$ cat config.mk
export PLATFORM = sky130hd
export DESIGN_NAME = mos_alu
export DESIGN_NICKNAME = d
export VERILOG_FILES = /design/src/rtl/mos_alu.sv
export SDC_FILE = /design/constraint.sdc
export NUM_CORES = 1
export LEC_CHECK = 0
export ABC_AREA = 1
export BUFFER_PORTS_ARGS = -buffer_cell sky130_fd_sc_hd__buf_2
export CORE_ASPECT_RATIO = 0.5
export CORE_MARGIN = 4
export CORE_UTILIZATION = 35
export DETAILED_ROUTE_END_ITERATION = 16
export SLEW_MARGIN = 20
export SYNTH_ARGS = -nofsm -noshare
export SYNTH_HDL_FRONTEND = slang
export SYNTH_SLANG_ARGS = --single-unit
$ cat constraint.sdc
create_clock -name clk -period 2.14 [get_ports clk]
set_input_delay 0.428 -clock clk [delete_from_list [all_inputs] [get_ports clk]]
set_output_delay 0.428 -clock clk [all_outputs]
set_load 0.005 [all_outputs]
$ cat src/rtl/mos_alu.sv
// -----------------------------------------------------------------------------
// mos_alu
//   8-bit registered ALU for a 6502-style datapath. Binary arithmetic only;
//   the decimal flag is carried through unchanged. The result byte and the
//   updated status byte appear one clock after the inputs are applied.
//
// Ports
//   clk          in   1  system clock, rising-edge active
//   rst          in   1  synchronous active-low reset (clears both outputs)
//   op           in   4  operation select (see localparams below)
//   accumulator  in   8  A operand
//   operand_2    in   8  M operand; source for the unary ops
//   status       in   8  current flags {N,V,-,B,D,I,Z,C}
//   result       out  8  registered result byte
//   status_out   out  8  registered updated flags
// -----------------------------------------------------------------------------
module mos_alu (
    input  logic       clk,
    input  logic       rst,
    input  logic [3:0] op,
    input  logic [7:0] accumulator,
    input  logic [7:0] operand_2,
    input  logic [7:0] status,
    output logic [7:0] result,
    output logic [7:0] status_out
);

    localparam logic [3:0] OP_ADC   = 4'd0;
    localparam logic [3:0] OP_SBC   = 4'd1;
    localparam logic [3:0] OP_AND   = 4'd2;
    localparam logic [3:0] OP_ORA   = 4'd3;
    localparam logic [3:0] OP_EOR   = 4'd4;
    localparam logic [3:0] OP_ASL   = 4'd5;
    localparam logic [3:0] OP_LSR   = 4'd6;
    localparam logic [3:0] OP_ROL   = 4'd7;
    localparam logic [3:0] OP_ROR   = 4'd8;
    localparam logic [3:0] OP_INC   = 4'd9;
    localparam logic [3:0] OP_DEC   = 4'd10;
    localparam logic [3:0] OP_CMP   = 4'd11;
    localparam logic [3:0] OP_BIT   = 4'd12;
    localparam logic [3:0] OP_PASSM = 4'd13;
    localparam logic [3:0] OP_PASSA = 4'd14;
    localparam logic [3:0] OP_NOP   = 4'd15;

    logic [7:0] w_a;
    logic [7:0] w_m;
    logic       w_cin;
    logic [8:0] w_adc_sum;
    logic [8:0] w_sbc_sum;
    logic [8:0] w_cmp_sum;
    logic [7:0] w_and;
    logic [7:0] w_result;
    logic       w_n;
    logic       w_v;
    logic       w_z;
    logic       w_c;
    logic [7:0] w_status;
    logic [7:0] r_result;
    logic [7:0] r_status;

    assign w_a   = accumulator;
    assign w_m   = operand_2;
    assign w_cin = status[0];
    assign w_and = w_a & w_m;

    // Nine-bit sums: bit 8 is the carry out. SBC and CMP add the one's
    // complement of M, so carry=1 means "no borrow" (A >= M for CMP).
    assign w_adc_sum = {1'b0, w_a} + {1'b0, w_m} + {8'h00, w_cin};
    assign w_sbc_sum = {1'b0, w_a} + {1'b0, ~w_m} + {8'h00, w_cin};
    assign w_cmp_sum = {1'b0, w_a} + {1'b0, ~w_m} + 9'd1;

    // Next result and flags; flags an op does not touch keep their input value.
    always_comb begin
        w_result = w_a;
        w_n      = status[7];
        w_v      = status[6];
        w_z      = status[1];
        w_c      = status[0];
        case (op)
            OP_ADC: begin
                w_result = w_adc_sum[7:0];
                w_c      = w_adc_sum[8];
                w_v      = (w_a[7] == w_m[7]) && (w_adc_sum[7] != w_a[7]);
                w_n      = w_adc_sum[7];
                w_z      = (w_adc_sum[7:0] == 8'h00);
            end
            OP_SBC: begin
                w_result = w_sbc_sum[7:0];
                w_c      = w_sbc_sum[8];
                w_v      = (w_a[7] != w_m[7]) && (w_sbc_sum[7] != w_a[7]);
                w_n      = w_sbc_sum[7];
                w_z      = (w_sbc_sum[7:0] == 8'h00);
            end
            OP_AND: begin
                w_result = w_and;
                w_n      = w_and[7];
                w_z      = (w_and == 8'h00);
            end
            OP_ORA: begin
                w_result = w_a | w_m;
                w_n      = w_a[7] | w_m[7];
                w_z      = ((w_a | w_m) == 8'h00);
            end
            OP_EOR: begin
                w_result = w_a ^ w_m;
                w_n      = w_a[7] ^ w_m[7];
                w_z      = ((w_a ^ w_m) == 8'h00);
            end
            OP_ASL: begin
                w_result = {w_m[6:0], 1'b0};
                w_c      = w_m[7];
                w_n      = w_m[6];
                w_z      = (w_m[6:0] == 7'h00);
            end
            OP_LSR: begin
                w_result = {1'b0, w_m[7:1]};
                w_c      = w_m[0];
                w_n      = 1'b0;
                w_z      = (w_m[7:1] == 7'h00);
            end
            OP_ROL: begin
                w_result = {w_m[6:0], w_cin};
                w_c      = w_m[7];
                w_n      = w_m[6];
                w_z      = ({w_m[6:0], w_cin} == 8'h00);
            end
            OP_ROR: begin
                w_result = {w_cin, w_m[7:1]};
                w_c      = w_m[0];
                w_n      = w_cin;
                w_z      = ({w_cin, w_m[7:1]} == 8'h00);
            end
            OP_INC: begin
                w_result = w_m + 8'h01;
                w_n      = w_result[7];
                w_z      = (w_result == 8'h00);
            end
            OP_DEC: begin
                w_result = w_m - 8'h01;
                w_n      = w_result[7];
                w_z      = (w_result == 8'h00);
            end
            OP_CMP: begin
                w_result = w_a;
                w_c      = w_cmp_sum[8];
                w_n      = w_cmp_sum[7];
                w_z      = (w_a == w_m);
            end
            OP_BIT: begin
                w_result = w_a;
                w_z      = (w_and == 8'h00);
                w_n      = w_m[7];
                w_v      = w_m[6];
            end
            OP_PASSM: begin
                w_result = w_m;
                w_n      = w_m[7];
                w_z      = (w_m == 8'h00);
            end
            OP_PASSA: begin
                w_result = w_a;
                w_n      = w_a[7];
                w_z      = (w_a == 8'h00);
            end
            OP_NOP: begin
                w_result = w_a;
            end
            default: begin
                w_result = w_a;
            end
        endcase
    end

    // Bits 5..2 (unused, B, D, I) always pass straight through.
    assign w_status = {w_n, w_v, status[5:2], w_z, w_c};

    // Output registers with synchronous active-low reset.
    always_ff @(posedge clk) begin
        if (!rst) begin
            r_result <= 8'h00;
            r_status <= 8'h00;
        end else begin
            r_result <= w_result;
            r_status <= w_status;
        end
    end

    assign result     = r_result;
    assign status_out = r_status;

endmodule

==> results.json <==
{
  "track_usage": 0.229,
  "core_mm2": 0.00817,
  "synth_cell_type_count": 45,
  "p_per_area_mw_per_mm2": 401,
  "first_pass_iters": 5,
  "synth_area_leaders": "nand2_1 (14%), ha_1 (13%), dfxtp_1 (11%), nand3_1 (8.1%), inv_1 (7.6%)",
  "setup_viol": 0,
  "clock_tree.buffer_depth": 2,
  "syn_to_final_growth_pct": 44.7,
  "synth_nets": 563,
  "drt_iter0_drc": 424,
  "die_h_um": 73.6,
  "min_path_type": "in2reg",
  "slew_headroom": 0.680,
  "nets": 700,
  "final.setup.worst_slack_ns": 0.0483,
  "multi_input_area_mm2": 0.00254,
  "path_clk_slew_ns": 0.05,
  "numCtsBuffers": 3,
  "max_freq_mhz": 478,
  "required_ns": 2.29,
  "wirelength_um": 11800,
  "outcome": "complete, no violations",
  "regArea_um2": 320,
  "p_leak_nw": 2.21,
  "synth_top_area_share": 0.142,
  "syn_area_per_cell_um2": 6.04,
  "synth.cell_area_mm2": 0.00301,
  "avgViaCountPerCell": 5.23,
  "final_hold_viol_count": 0,
  "initial_core_util": 0.369,
  "rsz0062_at_grt": "true",
  "cts_hold_buffers": 0,
  "dieArea_mm2": 0.0102,
  "htree_levels": 1,
  "worstSetupStartpointType": "input port",
  "drt-wirelength-per-cell_um": 15.8,
  "antenna_cells": 0,
  "ir_worst_vdd_mv": 0.381,
  "yosys.area.top_type": "nand2_1",
  "grt_first_pass_wirelength_um": 18800,
  "crit_path_end_kind": "flip-flop",
  "slew_viol_final": 0,
  "dp_hpwl_um": 9790,
  "cts_tree": "yes",
  "whs_ns": 0.362,
  "die_x_um": 139,
  "yosysWarnings": 0,
  "antenna_found_initial": 0,
  "drtAntennaViolNets": 0,
  "vias": 3909,
  "crit_type": "in2reg",
  "synth-seq-cells": 16,
  "postSynthCellCount": 499,
  "io_buffers": 45,
  "cts_root_buf": "clkbuf_16",
  "finalCritPeriodShare": 0.977,
  "period_needed_ns": 2.09,
  "worst-path-max-fanout": 3,
  "cap_violations": 0,
  "p_total_w": 0.00175,
  "drive_gt1_frac": 0.364,
  "globalplace.congestion": 0.963,
  "max_slew.worst_pin.slew_ns": 0.478,
  "clkSinkCount": 16,
  "arrival_ns": 2.24,
  "grt_pass1_vias": 3603,
  "ioPinCount": 46,
  "drc_errors": 0,
  "rows": 23,
  "yosysSeqAreaShare": 0.106,
  "grt_max_degree": 14,
  "pre_cts_ws_ns": -0.447,
  "n_fill_cell": 843,
  "grt-ovfl-total": 0
}
## area by class of cell
type	instances	area share
clock buffers	4	0.0204
inverters	75	0.0683
multi-input cells	398	0.583
flip-flops and latches	16	0.0735
well taps	112	0.0321
repair buffers	142	0.222
## cell usage in the layout, fill, tap and decap left out, drive strengths merged, types with 2 or more instances in the layout
cell / instances
buf: 142
nand2: 130
inv: 73
nor2: 64
nand3: 49
ha: 31
a21oi: 23
nand4: 16
dfxtp: 16
xor2: 15
o21ai: 14
o22ai: 10
nor3: 9
a211oi: 5
o2111ai: 4
clkbuf: 4
nand3b: 3
a221oi: 3
fa: 3
nor4: 3
and2: 2
a22oi: 2
xnor2: 2
o221ai: 2
o2bb2ai: 2
clkinv: 2
## layer usage
layer,routed length [µm],track usage
met5,0,0
met4,137,0.0390
met3,1310,0.0423
met2,4660,0.344
met1,5720,0.344
## timing repair
item,CTS,global route
resized for setup,27,33
buffers inserted,1,3
setup endpoints to repair,6,7
pin swaps,18,23
## report_power, final
part | internal (W) | switching [W] | total, W
Sequential | 0.000324 | 0.00000454 | 0.000329
Combinational | 0.000440 | 0.000569 | 0.00101
Clock | 0.000284 | 0.000125 | 0.000409
Total | 0.00105 | 0.000699 | 0.00175
## through the flow
step           cell area (µm²)  TNS (ns)   util  std cells
5_1_grt                   4360    -0.152  0.534        747
6_report                  4360         0  0.534        747
3_5_place_dp              4010     -3.06  0.490        739
4_1_cts                   4190         0  0.513        744
2_1_floorplan             3020    -0.345      -        499
3_3_place_gp              4010     -2.77  0.490        739
## sequential cells by signal, indices dropped and copies added (netlist names)
register and cells:
result 8, status_out 8
## worst max-delay path, stage by stage
cell     delay (ns)
buf_8          0.09
inv_8          0.04
ha_4           0.15
fa_2           0.56
ha_4           0.14
inv_2          0.04
nor2_4         0.11
nand2_2        0.09
nor2_2         0.13
nand2_1        0.06
nand2_1        0.07
nand2_1        0.06
nand3_1        0.08
nand3_1        0.07
nand2_1        0.07
inv_1          0.03
## final timing paths
kind                          from                       end  depth (start not counted)
worst max-delay path  operand_2[0]  status_out[1]$_SDFF_PN0_                         16
worst min-delay path     status[5]  status_out[5]$_SDFF_PN0_                          3
## cells in the mapped netlist, drive strengths merged
cell type	n
dfxtp	16
a21oi	23
inv	73
o21ai	14
xor2	15
nand3b	3
o211ai	1
ha	31
o2111ai	4
o21bai	1
nor2	64
a211oi	5
nand2	130
o221ai	2
clkbuf	1
o221a	1
and3	1
nor4	3
o22ai	10
or2	1
o2bb2ai	2
a22oi	2
nor3	9
nand3	49
a41oi	1
fa	3
buf	9
xnor2	2
clkinv	2
a221oi	3
and2	2
nand4	16
## cell families (layout without fill, tap and decap cells)
family                     after synthesis  in the layout  share of synthesized area
DFF                                     16             16                      0.106
AOI/OAI and AO/OA                       69             69                      0.149
and+or+nand+nor                        278            278                      0.426
adders and majority gates               34             34                      0.149
buffers and inverters                   85            221                      0.121
xor gates and xnor gates                17             17                     0.0494
(Power assumes the default switching activity.)
